File: config.mk
export PLATFORM = sky130hd
export DESIGN_NAME = vec_sequencer
export DESIGN_NICKNAME = d
export VERILOG_FILES = /design/src/rtl/vec_sequencer.sv
export SDC_FILE = /design/constraint.sdc
export NUM_CORES = 1
export LEC_CHECK = 0
export BUFFER_PORTS_ARGS = -buffer_cell sky130_fd_sc_hd__buf_2
export CAP_MARGIN = 20
export CELL_PAD_IN_SITES_DETAIL_PLACEMENT = 1
export CELL_PAD_IN_SITES_GLOBAL_PLACEMENT = 2
export CORE_MARGIN = 1
export CORE_UTILIZATION = 28
export DETAILED_ROUTE_END_ITERATION = 6
export PLACE_DENSITY_LB_ADDON = 0.1
export SYNTH_ARGS = -nofsm -noshare
export SYNTH_HDL_FRONTEND = slang
export SYNTH_SLANG_ARGS = --single-unit
export TNS_END_PERCENT = 50
File: constraint.sdc
create_clock -name clk -period 2.6 [get_ports clk]
set_input_delay 0.52 -clock clk [delete_from_list [all_inputs] [get_ports clk]]
set_output_delay 0.52 -clock clk [all_outputs]
set_load 0.02 [all_outputs]
File: src/rtl/vec_sequencer.sv
`default_nettype none
// +----------------------------------------------------------------------+
// | vec_sequencer: fetch/decode/exec/mem control sequencer for the core  |
// | Revision: 1.0                                                         |
// +----------------------------------------------------------------------+
module vec_sequencer #(
  parameter int PC_W  = 16,
  parameter int VLEN  = 16,
  parameter int IDX_W = 4
) (
  input  logic             clk,
  input  logic             rst,
  input  logic             start,
  output logic             imem_req,
  input  logic             imem_rdy,
  input  logic [15:0]      instr_in,
  output logic [15:0]      instr,
  input  logic [3:0]       functype,
  input  logic [4:0]       cycle_count,
  output logic [PC_W-1:0]  pc,
  output logic             dmem_req,
  output logic             dmem_we,
  input  logic             dmem_rdy,
  output logic [IDX_W-1:0] elem_idx,
  output logic             v_wr,
  output logic             s_wr,
  output logic             busy,
  output logic             halted
);

  localparam logic [3:0]       c_op_vadd  = 4'h0;
  localparam logic [3:0]       c_op_vld   = 4'h4;
  localparam logic [3:0]       c_op_vst   = 4'h5;
  localparam logic [3:0]       c_op_sll   = 4'h6;
  localparam logic [3:0]       c_op_slh   = 4'h7;
  localparam logic [3:0]       c_op_halt  = 4'hE;
  localparam logic [15:0]      c_nop_word = 16'hF000;
  localparam logic [IDX_W-1:0] c_last_idx = IDX_W'(VLEN - 1);

  typedef enum logic [2:0] {
    S_IDLE   = 3'd0,
    S_FETCH  = 3'd1,
    S_DECODE = 3'd2,
    S_EXEC   = 3'd3,
    S_MEM    = 3'd4,
    S_HALT   = 3'd5
  } state_t;

  state_t           r_state,     w_state_nxt;
  logic [PC_W-1:0]  r_pc,        w_pc_nxt;
  logic [15:0]      r_instr,     w_instr_nxt;
  logic [4:0]       r_counter,   w_counter_nxt;
  logic [IDX_W-1:0] r_elem_idx,  w_elem_idx_nxt;
  logic             w_imem_req, w_dmem_req, w_dmem_we, w_v_wr, w_s_wr;

  always_ff @(posedge clk) begin
    if (rst) begin
      r_state    <= S_IDLE;
      r_pc       <= '0;
      r_instr    <= c_nop_word;
      r_counter  <= '0;
      r_elem_idx <= '0;
    end else begin
      r_state    <= w_state_nxt;
      r_pc       <= w_pc_nxt;
      r_instr    <= w_instr_nxt;
      r_counter  <= w_counter_nxt;
      r_elem_idx <= w_elem_idx_nxt;
    end
  end

  always_comb begin
    w_state_nxt    = r_state;
    w_pc_nxt       = r_pc;
    w_instr_nxt    = r_instr;
    w_counter_nxt  = r_counter;
    w_elem_idx_nxt = r_elem_idx;
    w_imem_req     = 1'b0;
    w_dmem_req     = 1'b0;
    w_dmem_we      = 1'b0;
    w_v_wr         = 1'b0;
    w_s_wr         = 1'b0;

    case (r_state)
      S_IDLE: begin
        if (start) w_state_nxt = S_FETCH;
      end
      S_FETCH: begin
        w_imem_req = 1'b1;
        if (imem_rdy) begin
          w_instr_nxt = instr_in;
          w_state_nxt = S_DECODE;
        end
      end
      S_DECODE: begin
        // A zero-cycle op still needs one EXEC cycle to retire.
        w_counter_nxt  = (cycle_count == 5'd0) ? 5'd1 : cycle_count;
        w_elem_idx_nxt = '0;
        case (functype)
          c_op_vld, c_op_vst: w_state_nxt = S_MEM;
          c_op_halt:          w_state_nxt = S_HALT;
          default:            w_state_nxt = S_EXEC;
        endcase
      end
      S_EXEC: begin
        w_counter_nxt = r_counter - 5'd1;
        if (r_counter == 5'd1) begin
          w_v_wr      = (functype == c_op_vadd);
          w_s_wr      = (functype == c_op_sll) || (functype == c_op_slh);
          w_pc_nxt    = r_pc + PC_W'(1);
          w_state_nxt = S_FETCH;
        end
      end
      S_MEM: begin
        w_dmem_req = 1'b1;
        w_dmem_we  = (functype == c_op_vst);
        if (dmem_rdy) begin
          w_v_wr = (functype == c_op_vld);
          if (r_elem_idx == c_last_idx) begin
            w_elem_idx_nxt = '0;
            w_pc_nxt       = r_pc + PC_W'(1);
            w_state_nxt    = S_FETCH;
          end else begin
            w_elem_idx_nxt = r_elem_idx + IDX_W'(1);
          end
        end
      end
      S_HALT: begin
        w_state_nxt = S_HALT;
      end
      default: begin
        w_state_nxt = S_IDLE;
      end
    endcase
  end

  assign imem_req = w_imem_req;
  assign dmem_req = w_dmem_req;
  assign dmem_we  = w_dmem_we;
  assign v_wr     = w_v_wr;
  assign s_wr     = w_s_wr;
  assign instr    = r_instr;
  assign pc       = r_pc;
  assign elem_idx = r_elem_idx;
  assign busy     = (r_state != S_IDLE) && (r_state != S_HALT);
  assign halted   = (r_state == S_HALT);

endmodule
`default_nettype wire
==> metrics.md <==
| Metric | Value |
|---|---|
| Main synth FF type | `dfxtp_1` |
| Run status | `complete, no violations` |
| Synth cell types | `47` |
| Max VDD drop | `0.193 mV` |
| Synth area leaders | `dfxtp_1 41%, a21oi_1 8.8%, nand2_1 7.4%, o21ai_0 3.0%, or3_1 2.9%` |
| Final count of hold timing violations | `0` |
| Initial Util | `between 20 and 30%` |
| Final nets | `370` |
| First-pass iteration count of the detailed router | `4` |
| Switch share | `25.9%` |
| Final wirelength | `5.98 mm` |
| Routed Antenna Nets | `0` |
| Fin. max-slew vios | `0` |
| RSZ-0062 raised after global routing | `no` |
| Pleak | `roughly 1.1 nW` |
| Setup violators final | `0` |
| Worst-Margin Slew | `about 660 ps` |
| Die area | `8100 µm²` |
| Area occupied by registers | `about 890 µm²` |
| Multi-input gate area | `1190 µm²` |
| Ratio of cells with drive above 1 in the final layout | `around 27%` |
| Synthesized Nets | `slightly above 300` |
| Clock Skews | `6.25 ps` |
| Reg power frac | `53.6%` |
| Largest net degree at the start of global routing | `32` |
| Die span in x | `90.0 µm` |
| Worst EP required | `2080 ps` |
| Combinational Power Share | `13.3%` |
| CP Max Fanout | `11` |
| Grt ovf | `0` |
| CTS tree | `done` |
| Hold WS | `444 ps` |
| Synthesized area per cell | `8.00 µm²` |
| # clock sinks | `44` |
| ANT cells | `0` |
| CTS buffer count | `5` |
| Minimum clock period | `2430 ps` |
| Hold-fix buffers, CTS | `0` |
| Final period util | `93.6%` |
| Min-delay worst type | `input port to register` |
| CP arrival | `1910 ps` |
| Top Ports | `73` |
| Syn Inst Count | `about 270` |
| H-tree depth | `2` |
| Initial antenna violation count | `0` |
| Reg clk slew, reported paths | `80 ps` |
| Die height | `90.0 µm` |
| Internal power | `0.978 mW` |
| Via count | `2174` |
| RD Place Congestion | `just over 0.7` |
| Synthesized area | `2170 µm²` |
| Fillers | `926` |
| Crit. End Element | `output pin` |
| Async set-reset flop share out of synthesis | `0%` |
| Core footprint | `between 7000 and 8000 µm²` |
| Slew headroom | `56.2%` |
| Total Routing Usage GR | `15.6%` |
| CTS Root Buffer Type | `clkbuf_8` |
| Yosys reg bits | `between 40 and 50` |
| Syn-to-layout area delta | `24.9%` |
| Clk_lat worst skew | `290 ps` |
| Max frequency | `~0.4 GHz` |
| Crit Path Class | `register to output pin` |
| Clock group share of total power | `33.1%` |
| Yosys Warn Count | `0` |
| Post-place setup slack | `316 ps` |
| Wire per inst | `13.7 µm` |
| Biggest area consumer among synthesized cells | `dfxtp_1` |
| Setup TNS | `0 ps` |
| PD cells | `488 nW/µm²` |
| Row cnt | `31` |
| Port Buffers | `72` |
| Vias in the first global route | `2109` |
| NetSw | `about 0.34 mW` |
| Register area share after synthesis | `40.6%` |
| Final HPWL DP | `between 4 and 5 mm` |
| Max Cap Viol | `0` |
| Post-synth EDFFs | `0` |
| DR DRC count | `0` |
| Yosys top cell area share | `40.6%` |
| Worst Slack Setup Final | `167 ps` |
| First-pass GRT wire length | `10.4 mm` |
| Clock Path Buffers | `2` |
| Final core occ | `36.7%` |
| Vias per cell | `4.99` |
| DR iter-0 viols | `93` |
| Critical Path Source Type | `register` |
-- repair_timing --
| action | CTS | global route |
|---|---|---|
| gates cloned | 0 | 0 |
| buffers inserted | 0 | 0 |
| pin swaps | 0 | 0 |
| setup endpoints to repair | 1 | 1 |
| resized for setup | 1 | 3 |
-- critical path, stage by stage, from the launching register on --
cell     delay (ps)
dfxtp_4         400
or3b_4          410
inv_1           100
nand2_1          90
mux2_2          270
nor4_1          160
buf_2           210
-- final timing paths --
kind                     start   endpoint  slack, ps  cells past startpoint
setup reg to reg  r_counter[0]     pc[14]        590                      6
hold reg to reg       instr[0]   instr[0]        450                      2
setup / recovery    r_state[2]       v_wr        170                      6
hold / removal    instr_in[14]  instr[14]        440                      3
-- cell families after synthesis --
| logic type | share of synthesized area (%) |
|---|---|
| buffers and inverters | 4.39 |
| adders and majority gates | 2.31 |
| AOI/OAI and AO/OA | 18.5 |
| DFF | 40.6 |
| and+or+nand+nor | 31.9 |
| xor gates and xnor gates | 0.808 |
| muxes | 1.50 |
-- per-layer routing --
layer  GRT usage [%]  up-vias  wire length, µm
met5               0        -                0
li1                -     1101                -
met2            25.1       45             2740
met1            20.9     1026             2940
met4            4.03        0               35
met3            3.55        2              261
-- stage by stage --
step | std cells | power [mW] | area (µm²)
floorplan | 271 | 0.834 | 2170
global placement | 428 | 0.901 | 2610
detailed placement | 428 | 0.904 | 2610
CTS | 436 | 1.35 | 2700
global route | 436 | 1.40 | 2710
finish | 436 | 1.32 | 2710
-- layout make-up --
cell class,instances,share of cell area (%)
repair buffers,76,14.4
inverters,6,0.832
multi-input cells,203,44.1
well taps,99,4.58
clock buffers,8,3.33
flip-flops and latches,44,32.7
-- power by group through the flow --
stage                     clock network (mW)  registers (mW)  logic (mW)
final                                  0.436           0.708       0.175
after global routing                   0.492           0.711       0.197
after CTS                              0.464           0.709       0.179
after detailed placement                   0           0.725       0.179
after global placement                     0           0.723       0.178
after floorplan                            0           0.737      0.0968
-- cell usage in the layout (no fill, tap or decap), types with 5 or more instances in the layout --
| master | instances |
|---|---|
| buf_2 | 72 |
| nand2_1 | 43 |
| dfxtp_1 | 42 |
| a21oi_1 | 38 |
| o21ai_0 | 13 |
| nor2_1 | 11 |
| or3_1 | 10 |
| nand3_1 | 9 |
| o31ai_1 | 8 |
| or4_1 | 8 |
| nand3b_1 | 6 |
| clkbuf_8 | 6 |
| inv_1 | 5 |
| nand4_1 | 5 |
-- registers in the layout, summed over array words and instances (netlist names) --
register and flops:
elem_idx 4, instr 16, r_state 3, pc 16, r_counter 5
-- Yosys cell counts, types with 2 or more instances --
cell type / n
and3_1: 4
and4_1: 2
dfxtp_1: 44
inv_1: 5
nand2_1: 43
o21ai_0: 13
nor4_1: 2
a22oi_1: 3
nand2b_1: 4
or3_1: 10
nand3_1: 9
ha_1: 4
o31ai_1: 8
mux2_2: 2
nor3b_1: 2
nand3b_1: 6
nor2_1: 11
nand4_1: 5
or4_1: 8
a21oi_1: 38
nor2b_1: 4
nor3_1: 2
buf_2: 3
clkbuf_1: 13
and2_1: 4
Note: power is estimated with default switching activity, not from simulation.
